**src/rtl/instr_encoder_loader_if.sv**
```systemverilog
// Decoded-instruction field stream: valid/ready handshake plus the RV32I fields of one instruction.
interface instr_encoder_loader_if;
   logic        in_valid;
   logic        in_ready;
   logic [2:0]  fmt;
   logic [6:0]  op;
   logic [2:0]  funct3;
   logic        funct7b5;
   logic [4:0]  rd;
   logic [4:0]  rs1;
   logic [4:0]  rs2;
   logic [31:0] imm;
   logic        last;

   modport master (
      output in_valid, fmt, op, funct3, funct7b5, rd, rs1, rs2, imm, last,
      input  in_ready
   );

   modport slave (
      input  in_valid, fmt, op, funct3, funct7b5, rd, rs1, rs2, imm, last,
      output in_ready
   );
endinterface

```
**src/rtl/instr_encoder_loader.sv**
```systemverilog
// RV32I field encoder and instruction-memory loader; writes land one cycle after the accepting edge.
// One beat per cycle while loading; in_ready drops outside LOAD or once the memory is full.
module instr_encoder_loader #(
   parameter int DEPTH = 64,
   parameter int AW    = 32
) (
   input  logic                     clk,
   input  logic                     reset,
   input  logic                     start,
   instr_encoder_loader_if.slave    in_if,
   output logic                     imem_we,
   output logic [AW-1:0]            imem_addr,
   output logic [31:0]              imem_wdata,
   output logic [$clog2(DEPTH):0]   word_count,
   output logic                     cpu_hold,
   output logic                     load_done,
   output logic                     err
);
   localparam int CW = $clog2(DEPTH) + 1;
   localparam logic [CW-1:0] DEPTH_W  = CW'(DEPTH);
   localparam logic [CW-1:0] LAST_IDX = CW'(DEPTH - 1);

   localparam logic [1:0] IDLE = 2'd0;
   localparam logic [1:0] LOAD = 2'd1;
   localparam logic [1:0] DONE = 2'd2;

   localparam logic [2:0] FMT_R = 3'd0;
   localparam logic [2:0] FMT_I = 3'd1;
   localparam logic [2:0] FMT_S = 3'd2;
   localparam logic [2:0] FMT_B = 3'd3;
   localparam logic [2:0] FMT_U = 3'd4;
   localparam logic [2:0] FMT_J = 3'd5;

   logic [1:0]  state;
   logic [31:0] enc;
   logic        good;
   logic        hs;
   logic        fits12;
   logic        fits13;
   logic        fits21;
   logic [31:0] imm;

   assign imm = in_if.imm;

   // Signed range checks: upper bits must all replicate the field's sign bit.
   assign fits12 = (imm[31:11] == {21{imm[11]}});
   assign fits13 = (imm[31:12] == {20{imm[12]}});
   assign fits21 = (imm[31:20] == {12{imm[20]}});

   assign in_if.in_ready = (state == LOAD) && (word_count < DEPTH_W);
   assign hs             = in_if.in_valid && in_if.in_ready;
   assign cpu_hold       = (state != DONE);
   assign load_done      = (state == DONE);

   always_comb begin
      enc  = '0;
      good = 1'b0;
      case (in_if.fmt)
         FMT_R: begin
            enc  = {1'b0, in_if.funct7b5, 5'b0, in_if.rs2, in_if.rs1, in_if.funct3, in_if.rd, in_if.op};
            good = 1'b1;
         end
         FMT_I: begin
            enc  = {imm[11:0], in_if.rs1, in_if.funct3, in_if.rd, in_if.op};
            good = fits12;
         end
         FMT_S: begin
            enc  = {imm[11:5], in_if.rs2, in_if.rs1, in_if.funct3, imm[4:0], in_if.op};
            good = fits12;
         end
         FMT_B: begin
            enc  = {imm[12], imm[10:5], in_if.rs2, in_if.rs1, in_if.funct3, imm[4:1], imm[11], in_if.op};
            good = fits13 && !imm[0];
         end
         FMT_U: begin
            enc  = {imm[31:12], in_if.rd, in_if.op};
            good = (imm[11:0] == 12'h000);
         end
         FMT_J: begin
            enc  = {imm[20], imm[10:1], imm[11], imm[19:12], in_if.rd, in_if.op};
            good = fits21 && !imm[0];
         end
         default: begin
            enc  = '0;
            good = 1'b0;
         end
      endcase
   end

   always_ff @(posedge clk) begin
      if (reset) begin
         state      <= IDLE;
         imem_we    <= 1'b0;
         imem_addr  <= '0;
         imem_wdata <= '0;
         word_count <= '0;
         err        <= 1'b0;
      end else begin
         imem_we <= 1'b0;
         case (state)
            IDLE, DONE: begin
               if (start) begin
                  state      <= LOAD;
                  word_count <= '0;
                  err        <= 1'b0;
               end
            end
            LOAD: begin
               if (hs) begin
                  if (good) begin
                     imem_we    <= 1'b1;
                     imem_addr  <= AW'(word_count) << 2;
                     imem_wdata <= enc;
                     word_count <= word_count + CW'(1);
                     if (in_if.last) begin
                        state <= DONE;
                     end else if (word_count == LAST_IDX) begin
                        // Memory is full but the image claims more words: flag and stop.
                        err   <= 1'b1;
                        state <= DONE;
                     end
                  end else begin
                     err <= 1'b1;
                     if (in_if.last) begin
                        state <= DONE;
                     end
                  end
               end
            end
            default: state <= IDLE;
         endcase
      end
   end
endmodule

```
**src/flat_wrapper.sv**
```systemverilog
// flat-port wrapper written by rule: the top's interface ports become plain ports
module instr_encoder_loader_flat 
#(
   parameter int DEPTH = 64,
   parameter int AW    = 32
)
  (clk, reset, start, imem_we, imem_addr, imem_wdata, word_count, cpu_hold, load_done, err, in_if_in_valid, in_if_fmt, in_if_op, in_if_funct3, in_if_funct7b5, in_if_rd, in_if_rs1, in_if_rs2, in_if_imm, in_if_last, in_if_in_ready);
  instr_encoder_loader_if in_if_i ();
  input  logic clk;
  input  logic reset;
  input  logic start;
  output logic imem_we;
  output logic [AW-1:0] imem_addr;
  output logic [31:0] imem_wdata;
  output logic [$clog2(DEPTH):0] word_count;
  output logic cpu_hold;
  output logic load_done;
  output logic err;
  input wire logic [$bits(in_if_i.in_valid)-1:0] in_if_in_valid;
  input wire logic [$bits(in_if_i.fmt)-1:0] in_if_fmt;
  input wire logic [$bits(in_if_i.op)-1:0] in_if_op;
  input wire logic [$bits(in_if_i.funct3)-1:0] in_if_funct3;
  input wire logic [$bits(in_if_i.funct7b5)-1:0] in_if_funct7b5;
  input wire logic [$bits(in_if_i.rd)-1:0] in_if_rd;
  input wire logic [$bits(in_if_i.rs1)-1:0] in_if_rs1;
  input wire logic [$bits(in_if_i.rs2)-1:0] in_if_rs2;
  input wire logic [$bits(in_if_i.imm)-1:0] in_if_imm;
  input wire logic [$bits(in_if_i.last)-1:0] in_if_last;
  output wire logic [$bits(in_if_i.in_ready)-1:0] in_if_in_ready;
  assign in_if_i.in_valid = in_if_in_valid;
  assign in_if_i.fmt = in_if_fmt;
  assign in_if_i.op = in_if_op;
  assign in_if_i.funct3 = in_if_funct3;
  assign in_if_i.funct7b5 = in_if_funct7b5;
  assign in_if_i.rd = in_if_rd;
  assign in_if_i.rs1 = in_if_rs1;
  assign in_if_i.rs2 = in_if_rs2;
  assign in_if_i.imm = in_if_imm;
  assign in_if_i.last = in_if_last;
  assign in_if_in_ready = in_if_i.in_ready;
  instr_encoder_loader #(.DEPTH(DEPTH), .AW(AW)) u_core (.clk(clk), .reset(reset), .start(start), .in_if(in_if_i), .imem_we(imem_we), .imem_addr(imem_addr), .imem_wdata(imem_wdata), .word_count(word_count), .cpu_hold(cpu_hold), .load_done(load_done), .err(err));
endmodule
```
**config.mk**
```make
export PLATFORM = sky130hd
export DESIGN_NAME = instr_encoder_loader_flat
export DESIGN_NICKNAME = d
export VERILOG_FILES = /design/src/rtl/instr_encoder_loader_if.sv /design/src/rtl/instr_encoder_loader.sv /design/src/flat_wrapper.sv
export SDC_FILE = /design/constraint.sdc
export NUM_CORES = 1
export LEC_CHECK = 0
export CAP_MARGIN = 20
export CORE_MARGIN = 5
export CORE_UTILIZATION = 43
export DETAILED_ROUTE_END_ITERATION = 10
export PLACE_DENSITY = 0.87
export SYNTH_ARGS = -nofsm -noshare
export SYNTH_HDL_FRONTEND = slang
export SYNTH_SLANG_ARGS = --single-unit
```
**constraint.sdc**
```tcl
create_clock -name clk -period 9.83 [get_ports clk]
set_clock_uncertainty 0.1 [all_clocks]
set_input_delay 2.949 -clock clk [delete_from_list [all_inputs] [get_ports clk]]
set_output_delay 2.949 -clock clk [all_outputs]
set_load 0.01 [all_outputs]
```
Word-level counts from Yosys, hierarchy flattened --
Cells that the tools add are included.
Cells by class: magnitude comparators 1, equal/unequal tests 19, $add $sub $neg 1, reductions and logical operators 16, bitwise gates (word level) 2, mux-type cells 20
Operators by type and width (number):
- 32-bit one-hot mux with 6 select lines | 1
- 7-bit 2-to-1 mux | 3
- 20-bit equality test | 1
- 19-bit equality test | 1
- 7-bit one-hot mux with 2 select lines | 1
- 12-bit zero test | 1
- 2-bit 2-to-1 mux | 6
- 11-bit equality test | 1
- 3-bit inequality test (second input constant) | 3
- 4-bit AND reduction | 2
- 7-bit by 1-bit adder with 7-bit output (second input constant) | 1
- 7-bit by 6-bit equality test with 1-bit output (second input constant) | 1
- 7-bit less-than comparator (second input constant) | 1
- 3-bit by 2-bit equality test with 1-bit output (second input constant) | 2
- 3-bit equality test (second input constant) | 2
- 1-bit 2-to-1 mux | 6
- 1-bit one-hot mux with 5 select lines | 1
- 5-bit AND reduction | 1
- 1-bit logical AND | 4
- 2-bit by 1-bit inequality test with 1-bit output (second input constant) | 2
- 2-bit inequality test (second input constant) | 2
- 2-bit one-hot mux with 2 select lines | 1
- 2-bit OR reduction | 2
- 3-bit by 1-bit equality test with 1-bit output (second input constant) | 1
- 11 further kinds | 12
Storage, ports and cells: flip-flop bits (word level) 50, bits of input ports 66, word-level logic and storage cells 65, output and inout bits 76

Depth between registers and ports, before layout --
depth in word-level cells 6, depth in mapped cells 9, depth with buffers taken out 7

Worst setup path before layout --
No wires, ideal clock.
path kind input-to-reg, start point input port in_if_imm[16], end point register u_core.word_count[3], setup slack 4.616 ns, arrival time 4.997 ns, path buffers 1, library setup time 0.117 ns, data required time 9.613 ns, cell stages on the path 8, cell sequence or4_1 > nor4_1 > o22ai_1 > a2111o_1 > a31oi_4 > buf_4 > o22ai_1 > a32o_1
Between the ends: longest elaborated chain between the ends 5, elaborated cells between the ends (all ways) 6, those cells by class eq/ne (3); mux (1); reduce/logical (2)
RTL lines:
- start: declaration | line flat_wrapper.sv:27 | input wire logic [$bits(in_if_i.imm)-1:0] in_if_imm;
- 19-bit equality test | line instr_encoder_loader.sv:47 | assign fits13 = (imm[31:12] == {20{imm[12]}});
- 1-bit logical AND | line instr_encoder_loader.sv:73 | good = fits13 && !imm[0];
- 1-bit one-hot mux with 5 select lines * | line instr_encoder_loader.sv:58 | case (in_if.fmt)
- 2-bit by 1-bit inequality test with 1-bit output (no line) *
- 4-bit AND reduction (no line) *
- end signal: assignment | line instr_encoder_loader.sv:114 | word_count <= word_count + CW'(1);
- end: declaration | line instr_encoder_loader.sv:14 | output logic [$clog2(DEPTH):0] word_count,
Mark *: on every way between the ends. The rest lies on a longest branch, timed or not. A chain may end at the register's enable or synchronous reset.

Final worst setup path --
start point input port in_if_fmt[1], end point register u_core.imem_wdata[30]
Between the ends: longest elaborated chain between the ends 4, elaborated cells between the ends (all ways) 10, those cells by class eq/ne (5); mux (2); reduce/logical (3)
RTL lines:
- start: declaration | line flat_wrapper.sv:20 | input wire logic [$bits(in_if_i.fmt)-1:0] in_if_fmt;
- 3-bit by 1-bit equality test with 1-bit output or 3-bit by 2-bit equality test with 1-bit output (tied branches) | line instr_encoder_loader.sv:58
- 2-bit OR reduction (no line)
- 1-bit one-hot mux with 5 select lines | line instr_encoder_loader.sv:58
- 3-bit AND reduction (no line)
- end signal: assignment | line instr_encoder_loader.sv:113 | imem_wdata <= enc;
- end: declaration | line instr_encoder_loader.sv:13 | output logic [31:0] imem_wdata,
Parallel ways exist; a longest one is shown, timed or not.

==> results.sh <==
export IMPL_status="finished, final reports clean"
export IMPL_grt_pass1_vias=2603
export IMPL_clock_power_share=0.340
export IMPL_dp_hpwl_mm=6.814
export IMPL_regToRegEndpoint="u_core.imem_wdata[30]$_SDFFE_PP0P_"
export IMPL_setup_viol=0
export IMPL_power_density_nw_per_um2=109.8
export IMPL_initial_core_util=0.4400
export IMPL_timing_rr_start="u_core.state[1]$_SDFFE_PP0P_"
export IMPL_cts_tree="done"
export IMPL_fin_crit_sh=0.6711
export IMPL_hp_start="u_core.imem_addr[8]$_SDFFE_PP0P_"
export IMPL_grt_pass1_wl_mm=13.58
export IMPL_ios=142
export IMPL_crit_start="in_if_fmt[1]"
export IMPL_synthCells=333
export IMPL_synth_edf_count=0
export IMPL_placed_area_sq_um=3867
export IMPL_slowest_stage="clkdlybuf4s50_1"
export IMPL_ys_ff_latch=50
export IMPL_cts_sinks=50
export IMPL_insertion_delay_ps=300
export IMPL_finalSetupTns_ps=0
export IMPL_die_w_um=90.37
export IMPL_switchingPower_mw=0.1149
export IMPL_cts_max_path_buffers=2
export IMPL_critPathArrivalTime_ps=6660
export IMPL_vias_per_cell=5.616
export IMPL_hold_violations=0
export IMPL_core_sq_um=6314
export IMPL_first_pass_iters=5
export IMPL_drt_wirelength_per_cell_um=16.94
export IMPL_worst_pin_slew_ps=878.4
export IMPL_reg2reg_depth=7
export IMPL_ctsRootBufferMaster="clkbuf_8"
export IMPL_cpMostUsedCell="nor3_1"
export IMPL_synth_adder_area_share=0.004505
export IMPL_cp_start_kind="primary input"
export IMPL_rsz0062_at_grt="no"
export IMPL_max_stage_delay_ps=990
export IMPL_leakage_nw=1.394
export IMPL_wl_mm=8.691
export IMPL_slew_viol_final=0
export IMPL_final_util=0.6304
export IMPL_p_int_mw=0.3219
export IMPL_synthesis_area_sq_um=2778
export IMPL_crit_type="in -> reg"
export IMPL_gp_congestion=0.8882
export IMPL_crit_fanout=37
export IMPL_hp_class="reg -> reg"
export IMPL_antenna_cells=0
export IMPL_power_frac_seq=0.473
export IMPL_cts_hold_buffers=0
export IMPL_die_h_um=90.37
export IMPL_placementRows=29
export IMPL_synth_top_family_by_area="simple AND/OR/NAND/NOR gates"
export IMPL_synth_compound_area_frac=0.2104
export IMPL_cts_made_buffers=5
export IMPL_whs_path_depth=1
export IMPL_postSynthAreaPerCell_sq_um=8.341
export IMPL_worstSetupEndpointType="register"
export IMPL_cts_setup_buffers=0
export IMPL_combPwrFrac=0.187
export IMPL_vias=2881
export IMPL_max_slew_margin=0.4144
export IMPL_async_reset_ff_frac=0
export IMPL_post_cts_resized=0
export IMPL_drtAntennaViolNets=0
export IMPL_ys_types=41
export IMPL_dieArea_sq_um=8167
export IMPL_post_route_drc_count=0
export IMPL_clk_pin_slew_ps=100
export IMPL_required_ps=9900
export IMPL_drv_cap=0
export IMPL_synthSimpleGateAreaFrac=0.2257
export IMPL_drive_above_1_share=0.03670
export IMPL_ys_seq_area_frac=0.3604
export IMPL_rrSetupSlack_ps=7010
export IMPL_layout_filler_cells=552
export IMPL_fin_crit_ps=6596
export IMPL_max_freq_ghz=0.1516
export IMPL_grt_antenna_before_repair=0
export IMPL_max_vdd_ir_drop_mv=0.07680
export IMPL_post_route_cell_area_sq_um=3980
export IMPL_yosys_warnings=0
export IMPL_synthMuxAreaShare=0.08739
export IMPL_grt_overflow_total=0
export IMPL_hold_end="u_core.imem_addr[8]$_SDFFE_PP0P_"
export IMPL_grt_max_degree=50
export IMPL_io_buffers=116
export IMPL_drt_iter0_drc=234
export IMPL_htree_levels=2
export IMPL_grtUsageTotal=0.1984
export IMPL_cp_cell_sequence="clkdlybuf4s50_1 -> nor2b_1 -> nor3_1 -> a2111o_1 -> a31oi_4 -> buf_16 -> buf_4 -> o311a_1 -> nor3_1"
export IMPL_synth_flop_cell="dfxtp_1"
export IMPL_swShare=0.2631
export IMPL_area_growth_synth_to_final_pct=43.29
export IMPL_nets=502
export IMPL_synthXorXnorAreaFrac=0
==> kinds of logic after synthesis <==
| kind of cell | Yosys count |
|---|---|
| simple gates | 122 |
| compound gates | 83 |
| buf+inv | 52 |
| flops | 50 |
| mux | 24 |
| fa+ha+maj | 1 |
| other cells | 1 |
==> per-stage QoR <==
step / hold slack [ps] / setup WS, ps / total power [mW] / std cells
after floorplan: 401.6 / 4616 / 0.2551 / 357
after global placement: 365.2 / 2794 / 0.2893 / 504
after detailed placement: 376.5 / 2986 / 0.2911 / 505
after CTS: 389.8 / 3306 / 0.4386 / 513
after global routing: 395.2 / 2959 / 0.4552 / 513
final: 383.1 / 3234 / 0.4368 / 513
==> Yosys cell counts, types with 3 or more instances <==
master     n  area [sq um]
mux2i_1   22         220.2
o22ai_1    5         31.28
a22oi_1    9         67.56
or4_1      5         37.54
clkbuf_1  13         48.80
nand3_1    5         25.02
nor2b_1   12         75.07
and3_1     3         18.77
a32o_1     4         40.04
nand4_1    6         37.54
buf_4     28         210.2
buf_2      5         25.02
nor4_1     8         50.05
a211oi_1  28         210.2
nor3_1     5         25.02
dfxtp_1   50          1001
nand2_1    3         11.26
inv_1      5         18.77
nor2_1    55         206.5
a21oi_1   26         130.1
nand2b_1   7         43.79
nor3b_1    6         45.04
==> cell type report <==
class	count	area, sq um	area share
Clock buffer	5	68.82	0.01729
Clock inverter	3	43.79	0.01100
Inverter	5	18.77	0.004715
Multi-Input combinational cell	255	1560	0.3920
Sequential cell	50	1001	0.2515
Tap cell	77	96.34	0.02421
Timing Repair Buffer	118	1191	0.2993
==> power by group through the flow <==
stage | Sequential (mW) | Combinational, mW | Clock (mW)
after floorplan | 0.212 | 0.0432 | 0
after global placement | 0.211 | 0.0783 | 0
after detailed placement | 0.211 | 0.0799 | 0
after CTS | 0.207 | 0.0802 | 0.152
after global routing | 0.207 | 0.0874 | 0.161
final | 0.206 | 0.0817 | 0.149
==> worst max-delay path by stage <==
stage	endpoint	slack, ps	cells after the start
2_1_floorplan	u_core.word_count[3]$_SDFFE_PP0P_	4620	8
3_5_place_dp	u_core.imem_wdata[30]$_SDFFE_PP0P_	2990	9
5_1_grt	u_core.imem_wdata[10]$_SDFFE_PP0P_	2960	9
4_1_cts	u_core.imem_wdata[20]$_SDFFE_PP0P_	3310	9
6_report	u_core.imem_wdata[30]$_SDFFE_PP0P_	3230	9
3_3_place_gp	u_core.imem_wdata[30]$_SDFFE_PP0P_	2790	8
==> flip-flops by register name (all words and copies together) (netlist names) <==
signal             cells
u_core.imem_wdata     32
u_core.imem_addr       7
u_core.word_count      7
u_core.state           2
u_core.err             1
u_core.imem_we         1
==> worst max-delay path: cells and delay by family <==
kind,cells,cell delay (ps)
AO/OA/AOI/OAI,3,1220
buffers and inverters,3,1570
AND/OR/NAND/NOR,3,900
==> cells in the final DEF, fill, tap and decap left out, types with 5 or more instances in the layout <==
cell type	Yosys	layout
inv_1	5	5
clkdlybuf4s50_1	0	115
nand3_1	5	5
o22ai_1	5	5
a22oi_1	9	9
clkbuf_8	0	5
conb_1	1	25
nand4_1	6	6
nor4_1	8	8
nor2_1	55	55
a211oi_1	28	28
a21oi_1	26	26
nor2b_1	12	12
nor3b_1	6	6
nor3_1	5	5
mux2i_1	22	22
nand2b_1	7	7
or4_1	5	5
dfxtp_1	50	50
==> layer usage <==
layer	up-vias	track usage	wire length, um	part of all wire
met5	-	0	0	0
met3	26	0.02667	604	0.069
met2	147	0.3329	4294	0.49
met1	1329	0.2619	3563	0.41
li1	1379	-	-	-
met4	0	0.06452	228	0.026
No activity file was read; power rests on OpenSTA's default activity.
